$ cat src/rtl/sram_arbiter.sv
// sram_arbiter: round-robin, session-locked arbiter sharing one SRAM port
// between the packet writer (requester 0) and the header parser (requester 1).
// Accesses reach the SRAM one registered cycle after the strobe, and read data
// returns to the issuing requester exactly two cycles after the strobe.
module sram_arbiter #(
  parameter int ADDR_W   = 32,
  parameter int DATA_W   = 32,
  parameter int MAX_HOLD = 1024
) (
  input  logic                clk,
  input  logic                rst,
  input  logic [1:0]          req_i,
  output logic [1:0]          gnt_o,
  input  logic [1:0]          ce_i,
  input  logic [1:0]          we_i,
  input  logic [2*ADDR_W-1:0] addr_i,
  input  logic [7:0]          sel_i,
  input  logic [2*DATA_W-1:0] wdata_i,
  output logic [DATA_W-1:0]   rdata_o,
  output logic [1:0]          rvalid_o,
  output logic                timeout_o,
  output logic                sram_ce_o,
  output logic                sram_we_o,
  output logic [ADDR_W-1:0]   sram_addr_o,
  output logic [3:0]          sram_sel_o,
  output logic [DATA_W-1:0]   sram_data_o,
  input  logic [DATA_W-1:0]   sram_data_i
);

  typedef enum logic [1:0] {IDLE, OWN, TURN} state_t;

  // Hold counter runs 0..MAX_HOLD-1; a disabled limit still needs one bit.
  localparam int CNT_W = (MAX_HOLD > 1) ? $clog2(MAX_HOLD) : 1;
  localparam logic [CNT_W-1:0] HOLD_LAST = (MAX_HOLD > 0) ? CNT_W'(MAX_HOLD - 1) : '0;

  state_t              state_q, state_d;
  logic                owner_q, owner_d;
  logic                rr_q, rr_d;
  logic [CNT_W-1:0]    hold_q, hold_d;
  logic [1:0]          gnt_q, gnt_d;
  logic                timeout_q, timeout_d;
  logic                ce_q, ce_d;
  logic                we_q, we_d;
  logic [ADDR_W-1:0]   addr_q, addr_d;
  logic [3:0]          sel_q, sel_d;
  logic [DATA_W-1:0]   data_q, data_d;

  // Read-return pipeline: stage 1 marks a read on the SRAM bus, stage 2 is
  // the strobe presented to the requester. The owner tag travels with it so
  // reads outliving their session still return to the right requester.
  logic                rd1_valid;
  logic                rd1_owner;
  logic [1:0]          rvalid_q;
  logic [DATA_W-1:0]   rdata_q;

  // Owner's request fields.
  logic                own_req, own_ce, own_we, other_req, pick, access;
  logic [ADDR_W-1:0]   own_addr;
  logic [3:0]          own_sel;
  logic [DATA_W-1:0]   own_data;

  assign own_req   = req_i[owner_q];
  assign own_ce    = ce_i[owner_q];
  assign own_we    = we_i[owner_q];
  assign other_req = req_i[~owner_q];
  assign own_addr  = owner_q ? addr_i[ADDR_W +: ADDR_W]  : addr_i[0 +: ADDR_W];
  assign own_sel   = owner_q ? sel_i[4 +: 4]             : sel_i[0 +: 4];
  assign own_data  = owner_q ? wdata_i[DATA_W +: DATA_W] : wdata_i[0 +: DATA_W];

  // First requesting index at or after the round-robin pointer.
  assign pick = req_i[rr_q] ? rr_q : ~rr_q;

  // An access is accepted only while the session is still requested.
  assign access = (state_q == OWN) && own_req && own_ce;

  // Next-state and next-output computation for the session FSM.
  always_comb begin
    // NOTE: every signal gets a default before the case so no path leaves
    // one unassigned, which would otherwise infer a latch.
    state_d   = state_q;
    owner_d   = owner_q;
    rr_d      = rr_q;
    hold_d    = hold_q;
    gnt_d     = gnt_q;
    timeout_d = 1'b0;
    ce_d      = 1'b0;
    we_d      = we_q;
    addr_d    = addr_q;
    sel_d     = sel_q;
    data_d    = data_q;

    case (state_q)
      IDLE: begin
        if (|req_i) begin
          owner_d = pick;
          gnt_d   = pick ? 2'b10 : 2'b01;
          hold_d  = '0;
          state_d = OWN;
        end
      end

      OWN: begin
        if (!own_req) begin
          // Session ends; a strobe in this cycle is dropped.
          gnt_d   = 2'b00;
          state_d = TURN;
        end else begin
          addr_d = own_addr;
          if (own_ce) begin
            ce_d   = 1'b1;
            we_d   = own_we;
            sel_d  = own_sel;
            data_d = own_data;
          end
          // Saturate at the limit so a lone owner can hold indefinitely.
          if (MAX_HOLD == 0 || hold_q != HOLD_LAST) begin
            hold_d = hold_q + 1'b1;
          end
          if (MAX_HOLD != 0 && hold_q == HOLD_LAST && other_req) begin
            gnt_d     = 2'b00;
            timeout_d = 1'b1;
            state_d   = TURN;
          end
        end
      end

      TURN: begin
        gnt_d   = 2'b00;
        rr_d    = ~owner_q;
        hold_d  = '0;
        state_d = IDLE;
      end

      default: begin
        gnt_d   = 2'b00;
        state_d = IDLE;
      end
    endcase
  end

  // Session state and registered SRAM command.
  always_ff @(posedge clk) begin
    // NOTE: sequential state uses non-blocking assignments so every register
    // samples pre-edge values regardless of statement order.
    if (rst) begin
      state_q   <= IDLE;
      owner_q   <= 1'b0;
      rr_q      <= 1'b0;
      hold_q    <= '0;
      gnt_q     <= 2'b00;
      timeout_q <= 1'b0;
      ce_q      <= 1'b0;
      we_q      <= 1'b0;
      addr_q    <= '0;
      sel_q     <= '0;
      data_q    <= '0;
    end else begin
      state_q   <= state_d;
      owner_q   <= owner_d;
      rr_q      <= rr_d;
      hold_q    <= hold_d;
      gnt_q     <= gnt_d;
      timeout_q <= timeout_d;
      ce_q      <= ce_d;
      we_q      <= we_d;
      addr_q    <= addr_d;
      sel_q     <= sel_d;
      data_q    <= data_d;
    end
  end

  // Read-return pipeline with owner tag; reset discards reads in flight.
  always_ff @(posedge clk) begin
    if (rst) begin
      rd1_valid <= 1'b0;
      rd1_owner <= 1'b0;
      rvalid_q  <= 2'b00;
      rdata_q   <= '0;
    end else begin
      rd1_valid <= access && !own_we;
      rd1_owner <= owner_q;
      rvalid_q  <= rd1_valid ? (rd1_owner ? 2'b10 : 2'b01) : 2'b00;
      if (rd1_valid) begin
        rdata_q <= sram_data_i;
      end
    end
  end

  assign gnt_o       = gnt_q;
  assign timeout_o   = timeout_q;
  assign sram_ce_o   = ce_q;
  assign sram_we_o   = we_q;
  assign sram_addr_o = addr_q;
  assign sram_sel_o  = sel_q;
  assign sram_data_o = data_q;
  assign rvalid_o    = rvalid_q;
  assign rdata_o     = rdata_q;

endmodule
$ cat config.mk
export PLATFORM = sky130hd
export DESIGN_NAME = sram_arbiter
export DESIGN_NICKNAME = d
export VERILOG_FILES = /design/src/rtl/sram_arbiter.sv
export SDC_FILE = /design/constraint.sdc
export NUM_CORES = 1
export LEC_CHECK = 0
export BUFFER_PORTS_ARGS = -buffer_cell sky130_fd_sc_hd__clkbuf_2
export CAP_MARGIN = 0
export CORE_UTILIZATION = 40
export DETAILED_ROUTE_END_ITERATION = 8
export HOLD_SLACK_MARGIN = 0.15
export PLACE_DENSITY_LB_ADDON = 0.1
export SETUP_SLACK_MARGIN = 0.2
export SYNTH_ARGS = -nofsm -noshare
export SYNTH_HDL_FRONTEND = slang
export SYNTH_SLANG_ARGS = --single-unit
$ cat constraint.sdc
create_clock -name clk -period 1.8 [get_ports clk]
set_input_delay 0.18 -clock clk [delete_from_list [all_inputs] [get_ports clk]]
set_output_delay 0.18 -clock clk [all_outputs]
set_load 0.01 [all_outputs]
* Word level (Yosys, flattened, before mapping) *
Cells that the tools add are included.

storage, ports and cells
  output and inout port bits = 107
  word-level logic and storage cells = 77
  bits in registers = 123

cells by class
  $lt $le $gt $ge = 3
  reduce and logical (&&, ||, !) cells = 15
  muxes and demuxes = 30
  bitwise operators = 5
  equal/unequal tests = 8
  add/subtract/negate cells = 1

operators by type and width
  kind                                                         count
  2-to-1 mux 32 bit                                            2
  2-to-1 mux 10 bit                                            3
  case mux 10 bit (3 select lines)                             1
  2-to-1 mux 2 bit                                             8
  2-to-1 mux 1 bit                                             13
  adder 10 x 1 -> 10 bit (second input constant)               1
  == test 10 bit (second input constant)                       1
  != test 10 bit (second input constant)                       1
  case mux 2 bit (2 select lines)                              2
  less-than comparator 1 x 2 -> 1 bit (second input constant)  3
  AND reduction 2 bit                                          3
  NOT 1 bit                                                    5
  logical AND 1 bit                                            4
  2-to-1 mux 4 bit                                             1
  != test 2 bit (second input constant)                        2
  AND reduction 4 bit                                          1
  OR reduction 2 bit                                           2
  != test 3 x 2 -> 1 bit (second input constant)               1
  AND reduction 3 bit                                          1
  nonzero test 3 bit                                           1
  OR reduction 3 bit                                           1
  == test 2 x 1 -> 1 bit (second input constant)               1
  == test 2 bit (second input constant)                        1
  logical NOT 2 bit                                            1
  2 further kinds                                              2

* Longest topological paths before layout *
Gate-level depths: netlist of the first run.

  word-level depth = 7
  depth in mapped cells = 7
  gate-level depth less buffers = 5

* Worst setup path after synthesis of the first run *
OpenSTA, ideal clock, no wires.

  kind = reg2reg
  start point = register hold_q[0]
  end point = register hold_q[3]
  slack = -0.048 ns
  data arrival time = 1.778 ns
  stages on the path, launching flop included = 8
  path buffers = 2
  library setup time = 0.070 ns
  cell sequence = dfxtp_1 > ha_1 > and4_1 > clkbuf_1 > a311o_1 > buf_2 > or3_1 > a21oi_1

between the ends
  cells in the longest elaborated chain, start to end = 4
  elaborated cells on any way between the ends = 7
  those cells by class = add/sub: 1; eq/ne: 2; mux: 3; reduce/logical: 1

RTL lines
  element                           RTL line  RTL
  start: declaration                39        logic [CNT_W-1:0] hold_q, hold_d;
  start signal: assignment          161       hold_q <= hold_d;
  adder 10 x 1 -> 10 bit            117       hold_d = hold_q + 1'b1;
  2-to-1 mux 10 bit                 116       if (MAX_HOLD == 0 || hold_q != HOLD_LAST) begin
  2-to-1 mux 10 bit                 103       if (!own_req) begin
  case mux 10 bit (3 select lines)  92        case (state_q)

Several ways; a longest one is shown, not always the timed one. The select of a mux whose other input is x is not followed.
A chain may end at the register's enable or synchronous reset.

* Final worst setup path of the first run *
  start point = register hold_q[0]
  end point = register hold_q[5]

Same word-level chain as after synthesis.

==> summary.md, run 1 <==
| Metric | Value |
|---|---|
| RePlAce Congestion | `0.769` |
| Synth warn | `0` |
| Non-Filler Instances | `1152` |
| Pwr per Cell Area | `818 nW/um^2` |
| Crit path kind | `reg2reg` |
| Buffers on Ports | `282` |
| # diodes | `0` |
| Status | `completed` |
| Most frequent cells in the layout | `clkbuf_2, dlygate4sd3_1, dfxtp_1, mux2i_1, nor2_1` |
| CORE AREA | `12200 sq um` |
| Endpoint type of the worst setup path | `register` |
| First-pass GRT wire length | `27600 microns` |
| Fill count | `781` |
| Setup ws final | `135 ps` |
| Post-synthesis sequential area ratio | `0.484` |
| Post-layout util | `0.769` |
| Die W | `115 microns` |
| Iteration-0 DRC Markers | `274` |
| Largest net degree at the start of global routing | `50` |
| Tmin final | `1670 ps` |
| Period utilization | `0.925` |
| Placed cell area | `6720 sq um` |
| Post-synthesis cell area | `5080 sq um` |
| CTS root buffer | `clkbuf_16` |
| Largest vdd supply drop | `506 uV` |
| Sum Neg Setup Slack | `0 ps` |
| DRT Pass-1 Iters | `5` |
| Final antenna-violating net count | `0` |
| MaxCap Viol Count | `0` |
| Net count after synthesis | `705` |
| Worst-path clk slew | `50 ps` |
| Startpoint Class | `register` |
| Gr usage total | `0.273` |
| Area delta synth->final | `84.8%` |
| Ys flop type | `dfxtp_1` |
| Placement Setup Slack | `22.9 ps` |
| Synth Instances | `528` |
| Static Leak | `4.01 nW` |
| Crit-path cells | `ha_4 -> and4_1 -> a311o_2 -> a22o_1 -> a31o_2` |
| Clock Path Buffers | `2` |
| Vias in the first global route | `5650` |
| Syn Area/Cell | `9.63 sq um` |
| Total power | `7.68 mW` |
| Commonest non-fill, non-tap cell in the layout | `clkbuf_2` |
| Design area | `9390 sq um` |
| Starting Density | `0.416` |
| Max stage delay on crit path | `380 ps` |
| Final setup fails | `0` |
| Inst Count DP | `950` |
| Residual DRC count | `0` |
| Total CTS buffers | `17` |
| Total grt overflow | `0` |
| Chip height | `115 microns` |
| CP max FO | `7` |
| CTS Sinks | `123` |
| Initial antenna violation count | `0` |
| Clk Latency, worst-skew pair | `410 ps` |
| DR vias | `5895` |
| Post-synth EDFFs | `0` |
| Io pins | `283` |
| Standard-cell rows | `40` |
| F_max | `600 MHz` |
| Worst Tran Pin Value | `539 ps` |
| Normalized max-slew margin | `0.640` |
| Layout cells sized above 1 | `0.419` |
| Final nets | `1152` |
| DR WL/cell | `17.5 microns` |
| Slowest CP cell | `a311o_2` |
| Max-slew violations | `0` |
| DR vias/cell | `5.12` |
| Final WL | `20200 microns` |
| Die Area | `13200 sq um` |
| Htree depth | `4` |
| Ys async rst share | `0` |
| Min Hold Slack | `164 ps` |
| Yosys reg bits | `123` |
| RSZ-0062 raised after global routing | `yes` |
| Req. time, crit path | `2100 ps` |
| Layout Skew | `9.21 ps` |
| Count of unique library cells instantiated by Yosys | `34` |
| Worst min path class | `in2reg` |
| CTS tree | `built` |
| Hold Vio Cnt, Final | `0` |
| CP arrival | `1970 ps` |
| DP HPWL | `10500 microns` |
==> synthesized netlist by cell type (all sizes together) (4+ instances only) <==
cell type / instances / share of area
dfxtp: 123 / 0.48
nor2: 107 / 0.079
mux2i: 103 / 0.20
a211oi: 72 / 0.11
clkbuf: 25 / 0.018
buf: 19 / 0.016
a21oi: 10 / 0.0098
nand3: 10 / 0.0098
nand2: 9 / 0.0066
a31oi: 5 / 0.0062
and3: 5 / 0.0062
nor3: 5 / 0.0049
nand2b: 4 / 0.0049
==> timing repair <==
item | 4_1_cts | 5_1_grt
setup buffers | 3 | 12
endpoints found under the setup margin | 34 | 68
hold buffers | 145 | 2
endpoints found under the hold margin | 97 | 1
pin swaps | 2 | 27
cloned | 1 | 11
gates resized for setup | 4 | 68
==> critical path, delay by kind of cell, from the launching register on <==
kind	cells	cell delay [ps]
fa+ha+maj	1	170
compound gates	3	860
flops	1	350
simple gates	1	180
==> cell type report <==
cell class              count  area [sq um]  share of cell area
clock buffers              26           509              0.0542
multi-input cells         358          2720               0.289
repair buffers            472          3440               0.366
flip-flops and latches    123          2470               0.263
clock inverters             2          35.0             0.00373
well taps                 168           210              0.0224
inverters                   3          11.3             0.00120
==> where the power goes <==
part           internal, mW  switching [mW]  leakage [nW]
Sequential             2.87          0.0854          1.00
Clock                  2.05            1.10         0.268
Combinational         0.831           0.752          2.74
==> sequential cells by signal (all words and copies together) (netlist names), 2 cells and up <==
name         flops
hold_q          10
sram_data_o     32
rdata_o         32
state_q          2
sram_addr_o     32
sram_sel_o       4
gnt_o            2
rvalid_o         2
==> worst paths after layout <==
kind                          start                     endpoint  slack [ps]  cells past startpoint
min reg2reg    rd1_owner$_SDFF_PP0_       rvalid_o[0]$_SDFF_PP0_         430                      1
max reg2reg  hold_q[0]$_SDFFE_PP0P_       hold_q[5]$_SDFFE_PP0P_         130                      5
max          hold_q[0]$_SDFFE_PP0P_       hold_q[5]$_SDFFE_PP0P_         130                      5
min                       addr_i[1]  sram_addr_o[1]$_SDFFE_PP0N_         160                      3
==> cells by family (layout without fill, tap and decap cells) <==
family / after synthesis / after routing / synth area share
buffers and inverters: 47 / 503 / 0.0369
adder cells (fa/ha/maj): 1 / 1 / 0.00246
AO/OA/AOI/OAI: 100 / 100 / 0.142
flip-flops: 123 / 123 / 0.484
AND/OR/NAND/NOR: 153 / 153 / 0.129
multiplexers: 104 / 104 / 0.205
==> metal layers <==
| metal | share of wire | GRT usage | vias up |
|---|---|---|---|
| li1 | - | - | 2803 |
| met1 | 0.38 | 0.282 | 2714 |
| met2 | 0.50 | 0.495 | 307 |
| met3 | 0.079 | 0.0847 | 71 |
| met4 | 0.039 | 0.145 | 0 |
| met5 | 0 | 0 | - |
(Power assumes the default switching activity.)
==> run 2: changes to the inputs <==
--- a/config.mk
+++ b/config.mk
@@ -10,7 +10,7 @@
 export CORE_UTILIZATION = 40
 export DETAILED_ROUTE_END_ITERATION = 8
 export HOLD_SLACK_MARGIN = 0.15
-export PLACE_DENSITY_LB_ADDON = 0.1
+export PLACE_DENSITY_LB_ADDON = 0.25
 export SETUP_SLACK_MARGIN = 0.2
 export SYNTH_ARGS = -nofsm -noshare
 export SYNTH_HDL_FRONTEND = slang
==> constraint.sdc (replaced) <==
create_clock -name clk -period 1.41 [get_ports clk]
set_input_delay 0.141 -clock clk [delete_from_list [all_inputs] [get_ports clk]]
set_output_delay 0.141 -clock clk [all_outputs]
set_load 0.01 [all_outputs]
==> run 2 against run 1 <==
  * The run now ends with negative setup slack left
  * Utilization increased by 7.9 points
  * Combinational power increased by 59%
  * Non-clock buffer count increased by 45
  * Via count increased by 21%
  * Register-to-register slack got worse by 500 ps
  * Cell count increased by 4.7%
  * Clock power increased by 41%
==> summary.md, run 2 (synthesized netlist as in run 1, its figures left out) <==
| Metric | Value |
|---|---|
| Status | `finished, violations left (was completed)` |
| Failing checks | `negative setup slack` |
| Chip height | `115 microns (unchanged)` |
| MaxCap Viol Count | `0 (unchanged)` |
| CP arrival | `2070 ps (was 1970 ps)` |
| Final antenna-violating net count | `0 (unchanged)` |
| CTS root buffer | `clkbuf_16 (unchanged)` |
| Die Area | `13200 sq um (unchanged)` |
| DRT Pass-1 Iters | `5 (unchanged)` |
| Io pins | `283 (unchanged)` |
| Period utilization | `1.26 (was 0.925)` |
| DR WL/cell | `23.7 microns (was 17.5 microns)` |
| Reg2reg setup slack | `-360 ps (was 130 ps)` |
| CTS tree | `built (unchanged)` |
| Largest net degree at the start of global routing | `60 (was 50)` |
| Total grt overflow | `0 (unchanged)` |
| Most frequent cells in the layout | `clkbuf_2, dlygate4sd3_1, dfxtp_1, mux2i_1, nor2_1 (unchanged)` |
| Pwr per Cell Area | `1040 nW/um^2 (was 818 nW/um^2)` |
| Worst min path class | `in2reg (unchanged)` |
| Worst Tran Pin Value | `510 ps (was 539 ps)` |
| DP HPWL | `10900 microns (was 10500 microns)` |
| First-pass GRT wire length | `34600 microns (was 27600 microns)` |
| Worst-path clk slew | `60 ps (was 50 ps)` |
| Initial antenna violation count | `4 (was 0)` |
| Buffers on Ports | `282 (unchanged)` |
| Startpoint Class | `register (unchanged)` |
| R2R cell count | `7 (was 5)` |
| Max-slew violations | `0 (unchanged)` |
| Residual DRC count | `0 (unchanged)` |
| Worst r2r src | `owner_q$_SDFFE_PP0P_ (was hold_q[0]$_SDFFE_PP0P_)` |
| CP max FO | `19 (was 7)` |
| Clock Path Buffers | `2 (unchanged)` |
| DR vias | `7104 (was 5895)` |
| DR vias/cell | `5.89 (was 5.12)` |
| Req. time, crit path | `1710 ps (was 2100 ps)` |
| Hold path startpoint | `addr_i[42] (was addr_i[1])` |
| Layout Skew | `6.65 ps (was 9.21 ps)` |
| CORE AREA | `12200 sq um (unchanged)` |
| Multi-input logic area | `3090 sq um (was 2720 sq um)` |
| Hold EP | `sram_addr_o[10]$_SDFFE_PP0N_ (was sram_addr_o[1]$_SDFFE_PP0N_)` |
| Crit-path cells | `mux2i_4 -> buf_6 -> nor3_4 -> buf_12 -> buf_16 -> nor2_1 -> a211oi_2 (was ha_4 -> and4_1 -> a311o_2 -> a22o_1 -> a31o_2)` |
| Tmin final | `1770 ps (was 1670 ps)` |
| R2r endpoint | `sram_data_o[0]$_SDFFE_PP0P_ (was hold_q[5]$_SDFFE_PP0P_)` |
| Setup ws final | `-364 ps (was 135 ps)` |
| Min Hold Slack | `160 ps (was 164 ps)` |
| Hold Vio Cnt, Final | `0 (unchanged)` |
| CTS Sinks | `123 (unchanged)` |
| Area delta synth->final | `104% (was 84.8%)` |
| Commonest non-fill, non-tap cell in the layout | `clkbuf_2 (unchanged)` |
| Max stage delay on crit path | `360 ps (was 380 ps)` |
| Die W | `115 microns (unchanged)` |
| Total CTS buffers | `17 (unchanged)` |
| Htree depth | `4 (unchanged)` |
| RSZ-0062 raised after global routing | `yes (unchanged)` |
| F_max | `564 MHz (was 600 MHz)` |
| Total power | `10.8 mW (was 7.68 mW)` |
| Slowest CP cell | `dfxtp_4 (was a311o_2)` |
| Static Leak | `4.35 nW (was 4.01 nW)` |
| Starting Density | `0.416 (unchanged)` |
| Final WL | `28600 microns (was 20200 microns)` |
| Clk Latency, worst-skew pair | `420 ps (was 410 ps)` |
| Sequential Area | `2470 sq um (unchanged)` |
| CP bufs+invs | `3 (was 0)` |
| Final nets | `1197 (was 1152)` |
| Fill count | `531 (was 781)` |
| Crit path kind | `reg2reg (unchanged)` |
| Standard-cell rows | `40 (unchanged)` |
| Vias in the first global route | `6789 (was 5650)` |
| Gr usage total | `0.350 (was 0.273)` |
| Final setup fails | `84 (was 0)` |
| Iteration-0 DRC Markers | `694 (was 274)` |
| Largest vdd supply drop | `949 uV (was 506 uV)` |
| Endpoint type of the worst setup path | `register (unchanged)` |
| RePlAce Congestion | `0.878 (was 0.769)` |
| Hold path depth | `3 (unchanged)` |
| Normalized max-slew margin | `0.660 (was 0.640)` |
| Crit path max-delay family | `buffers and inverters (was compound AO/OA/AOI/OAI gates)` |
| Layout cells sized above 1 | `0.494 (was 0.419)` |
==> run 2: metal layers <==
layer | vias up | routed length, microns | global-route usage
li1 | 2896 | - | -
met1 | 3259 | 9490 | 0.345
met2 | 691 | 13500 | 0.625
met3 | 258 | 3090 | 0.114
met4 | 0 | 2560 | 0.242
met5 | - | 0 | 0
==> run 2: layout make-up <==
cell class	instances	area share
timing repair buffer	517	0.385
clock inverter	8	0.0112
multi-input combinational	358	0.298
sequential	123	0.239
tap	168	0.0203
antenna	5	0.00121
inverter	3	0.00109
clock buffer	24	0.0446
==> run 2: how the worst max path moves through the flow <==
stage	startpoint	slack (ps)	depth (start not counted)	endpoint
floorplan	hold_q[1]$_SDFFE_PP0P_	-350	7	hold_q[3]$_SDFFE_PP0P_
global placement	hold_q[1]$_SDFFE_PP0P_	-290	6	hold_q[5]$_SDFFE_PP0P_
detailed placement	hold_q[1]$_SDFFE_PP0P_	-350	6	hold_q[5]$_SDFFE_PP0P_
CTS	owner_q$_SDFFE_PP0P_	-170	8	sram_data_o[19]$_SDFFE_PP0P_
global route	owner_q$_SDFFE_PP0P_	-570	7	sram_data_o[6]$_SDFFE_PP0P_
finish	owner_q$_SDFFE_PP0P_	-360	7	sram_data_o[0]$_SDFFE_PP0P_
==> run 2: where the power goes <==
group | switching (mW) | leakage (nW) | internal (mW) | total, mW
logic | 1.27 | 3.06 | 1.23 | 2.51
registers | 0.159 | 1.00 | 3.66 | 3.81
clock network | 1.62 | 0.286 | 2.81 | 4.44
==> run 2: timing repair <==
action                                  CTS  global route
gates resized for setup                  76            88
endpoints found under the hold margin   102             0
pin swaps                                28            40
endpoints found under the setup margin   86            86
setup buffers                            12             4
cloned                                    7             6
hold buffers                            168             0
==> run 2: metrics by stage <==
step | setup WS [ps] | instance area, sq um | util | std cells | TNS (ps)
floorplan | -347 | 5150 | - | 528 | -2390
global placement | -292 | 6930 | 0.567 | 972 | -6170
detailed placement | -346 | 6930 | 0.567 | 972 | -8840
CTS | -166 | 9830 | 0.805 | 1191 | -10000
global route | -567 | 10400 | 0.848 | 1204 | -20230
finish | -364 | 10400 | 0.848 | 1206 | -17860
==> run 2: tightest hold or removal path, cell delays in order <==
cell and delay (ps):
clkbuf_2 80, mux2i_1 90, a211oi_2 220
==> run 3: changes to the inputs <==
--- a/config.mk
+++ b/config.mk
@@ -7,9 +7,12 @@
 export LEC_CHECK = 0
 export BUFFER_PORTS_ARGS = -buffer_cell sky130_fd_sc_hd__clkbuf_2
 export CAP_MARGIN = 0
-export CORE_UTILIZATION = 40
+export CELL_PAD_IN_SITES_DETAIL_PLACEMENT = 1
+export CELL_PAD_IN_SITES_GLOBAL_PLACEMENT = 2
+export CORE_UTILIZATION = 22
 export DETAILED_ROUTE_END_ITERATION = 8
 export HOLD_SLACK_MARGIN = 0.15
+export MAX_ROUTING_LAYER = met4
 export PLACE_DENSITY_LB_ADDON = 0.25
 export SETUP_SLACK_MARGIN = 0.2
 export SYNTH_ARGS = -nofsm -noshare
==> run 3 against run 2 <==
  * The run still ends with negative setup slack left
  * Wire length decreased by 10%
  * Fmax increased by 6.3%
  * Non-clock buffer count increased by 25
  * Utilization decreased by 36 points
  * Critical path type unchanged
==> summary.md, run 3 (synthesized netlist as in run 1, its figures left out) <==
| Metric | Value |
|---|---|
| Int Power | `7.76 mW (was 7.70 mW)` |
| Normalized max-slew margin | `0.737 (was 0.660)` |
| DRT Pass-1 Iters | `4 (was 5)` |
| Initial antenna violation count | `3 (was 4)` |
| Slowest CP cell | `dfxtp_4 (unchanged)` |
| CTS tree | `built (unchanged)` |
| Layout Skew | `7.11 ps (was 6.65 ps)` |
| Failing checks | `negative setup slack (unchanged)` |
| Chip height | `154 microns (was 115 microns)` |
| Static Leak | `4.57 nW (was 4.35 nW)` |
| Non-Filler Instances | `1347 (was 1206)` |
| Period utilization | `1.18 (was 1.26)` |
| Clk Latency, worst-skew pair | `420 ps (about the same)` |
| Fill count | `2491 (was 531)` |
| Pwr per Cell Area | `985 nW/um^2 (was 1040 nW/um^2)` |
| Gr usage total | `0.208 (was 0.350)` |
| Worst-path clk slew | `60 ps (about the same)` |
| Commonest non-fill, non-tap cell in the layout | `clkbuf_2 (unchanged)` |
| Hold Vio Cnt, Final | `0 (unchanged)` |
| RePlAce Congestion | `0.745 (was 0.878)` |
| Status | `finished, violations left (unchanged)` |
| Htree depth | `4 (unchanged)` |
| DP HPWL | `13300 microns (was 10900 microns)` |
| Startpoint Class | `register (unchanged)` |
| Largest vdd supply drop | `516 uV (was 949 uV)` |
| Vias in the first global route | `6977 (was 6789)` |
| Final nets | `1223 (was 1197)` |
| Io pins | `283 (unchanged)` |
| Most frequent cells in the layout | `clkbuf_2, dlygate4sd3_1, dfxtp_1, mux2i_1, nor2_1 (unchanged)` |
| Crit path kind | `reg2reg (unchanged)` |
| Endpoint type of the worst setup path | `register (unchanged)` |
| DR WL/cell | `19.1 microns (was 23.7 microns)` |
| Tmin final | `1670 ps (was 1770 ps)` |
| CP arrival | `2000 ps (was 2070 ps)` |
| CTS root buffer | `clkbuf_16 (unchanged)` |
| Die W | `154 microns (was 115 microns)` |
| Die Area | `23700 sq um (was 13200 sq um)` |
| Starting Density | `0.224 (was 0.416)` |
| DR vias | `6318 (was 7104)` |
| Switching portion of total power | `0.281 (was 0.284)` |
| Net Switching | `3.03 mW (was 3.05 mW)` |
| Residual DRC count | `0 (unchanged)` |
| Largest net degree at the start of global routing | `73 (was 60)` |
| CTS Sinks | `123 (unchanged)` |
| F_max | `599 MHz (was 564 MHz)` |
| Standard-cell rows | `55 (was 40)` |
| Area delta synth->final | `116% (was 104%)` |
| Final setup fails | `85 (was 84)` |
| Max stage delay on crit path | `360 ps (about the same)` |
| Final antenna-violating net count | `0 (unchanged)` |
| Worst Tran Pin Value | `384 ps (was 510 ps)` |
| Worst min path class | `in2reg (unchanged)` |
| Setup ws final | `-258 ps (was -364 ps)` |
| Iteration-0 DRC Markers | `202 (was 694)` |
| RSZ-0062 raised after global routing | `yes (unchanged)` |
| Inst Count DP | `1099 (was 972)` |
| Max-slew violations | `0 (unchanged)` |
| First-pass GRT wire length | `37000 microns (was 34600 microns)` |
| Req. time, crit path | `1740 ps (was 1710 ps)` |
| CP max FO | `9 (was 19)` |
| Clock Path Buffers | `2 (unchanged)` |
| Buffers on Ports | `282 (unchanged)` |
| Layout cells sized above 1 | `0.509 (was 0.494)` |
| Final WL | `25700 microns (was 28600 microns)` |
| DR vias/cell | `4.69 (was 5.89)` |
| Total CTS buffers | `17 (unchanged)` |
| Sequential share of power | `0.353 (was 0.355)` |
| Logic pwr share | `0.242 (was 0.233)` |
| Min Hold Slack | `179 ps (was 160 ps)` |
| Crit-path cells | `buf_6 -> mux2i_1 -> buf_4 -> nor3_4 -> buf_12 -> clkbuf_16 -> nor2_1 -> a211oi_1 (was mux2i_4 -> buf_6 -> nor3_4 -> buf_12 -> buf_16 -> nor2_1 -> a211oi_2)` |
| Clock group share of total power | `0.405 (was 0.412)` |
| Total grt overflow | `0 (unchanged)` |
| MaxCap Viol Count | `0 (unchanged)` |
| CORE AREA | `22600 sq um (was 12200 sq um)` |
| Total power | `10.8 mW (about the same)` |
## run 3: changes by cell type in the layout (fill, tap and decap cells not counted), sizes merged, moves of 5 or more
cell and delta:
clkinvlp +5, clkbuf -5, buf +29, dlygate4sd3 -5
## run 3: what timing repair did
item	CTS	global route
hold buffers	163	0
gates cloned	15	3
gates resized for setup	93	102
endpoints found under the setup margin	87	123
buffers inserted	12	20
hold endpoints to repair	99	0
pin swaps	31	39
## run 3: critical path, delay by kind of cell, from the launching register on
| family | cells | cell delay, ps |
|---|---|---|
| flip-flops | 1 | 360 |
| buffers and inverters | 4 | 650 |
| AND/OR/NAND/NOR | 2 | 250 |
| AO/OA/AOI/OAI | 1 | 190 |
| multiplexers | 1 | 120 |
## run 3: metrics by stage
step           setup TNS, ps  area, sq um  utilization  setup WS (ps)
2_1_floorplan          -2390         5150            -           -347
3_3_place_gp          -13740         7170        0.317           -311
3_5_place_dp          -20720         7170        0.317           -393
4_1_cts               -15250        10300        0.454           -265
5_1_grt               -21680        11000        0.484           -354
6_report              -15760        11000        0.484           -258
## run 3: metal layers
layer	up-vias	routed length, microns	global-route usage
li1	2963	-	-
met1	3014	10200	0.220
met2	265	13000	0.367
met3	76	1420	0.0567
met4	0	1040	0.0843
met5	-	0	-
## run 3: power by group through the flow
stage | Clock [mW] | Sequential [mW] | Combinational [mW]
floorplan | 0 | 3.89 | 0.669
global placement | 0 | 3.82 | 1.43
detailed placement | 0 | 3.83 | 1.46
CTS | 4.50 | 3.78 | 2.24
global route | 4.69 | 3.83 | 2.78
finish | 4.37 | 3.81 | 2.61
## run 3: final cells by class
type,instances,area (sq um),share of cell area
sequential,123,2470,0.226
antenna,4,10.0,0.000913
clock inverter,12,141,0.0129
timing repair buffer,542,4370,0.398
tap,285,357,0.0325
clock buffer,19,453,0.0413
multi-input combinational,359,3150,0.287
inverter,3,11.3,0.00103
## run 3: worst paths after layout
kind                             start                           to  slack [ps]  cells past startpoint
hold / removal              addr_i[36]  sram_addr_o[4]$_SDFFE_PP0N_         180                      3
setup reg to reg  owner_q$_SDFFE_PP0P_  sram_data_o[2]$_SDFFE_PP0P_        -260                      8
hold reg to reg   rd1_owner$_SDFF_PP0_       rvalid_o[0]$_SDFF_PP0_         420                      1
setup / recovery  owner_q$_SDFFE_PP0P_  sram_data_o[2]$_SDFFE_PP0P_        -260                      8
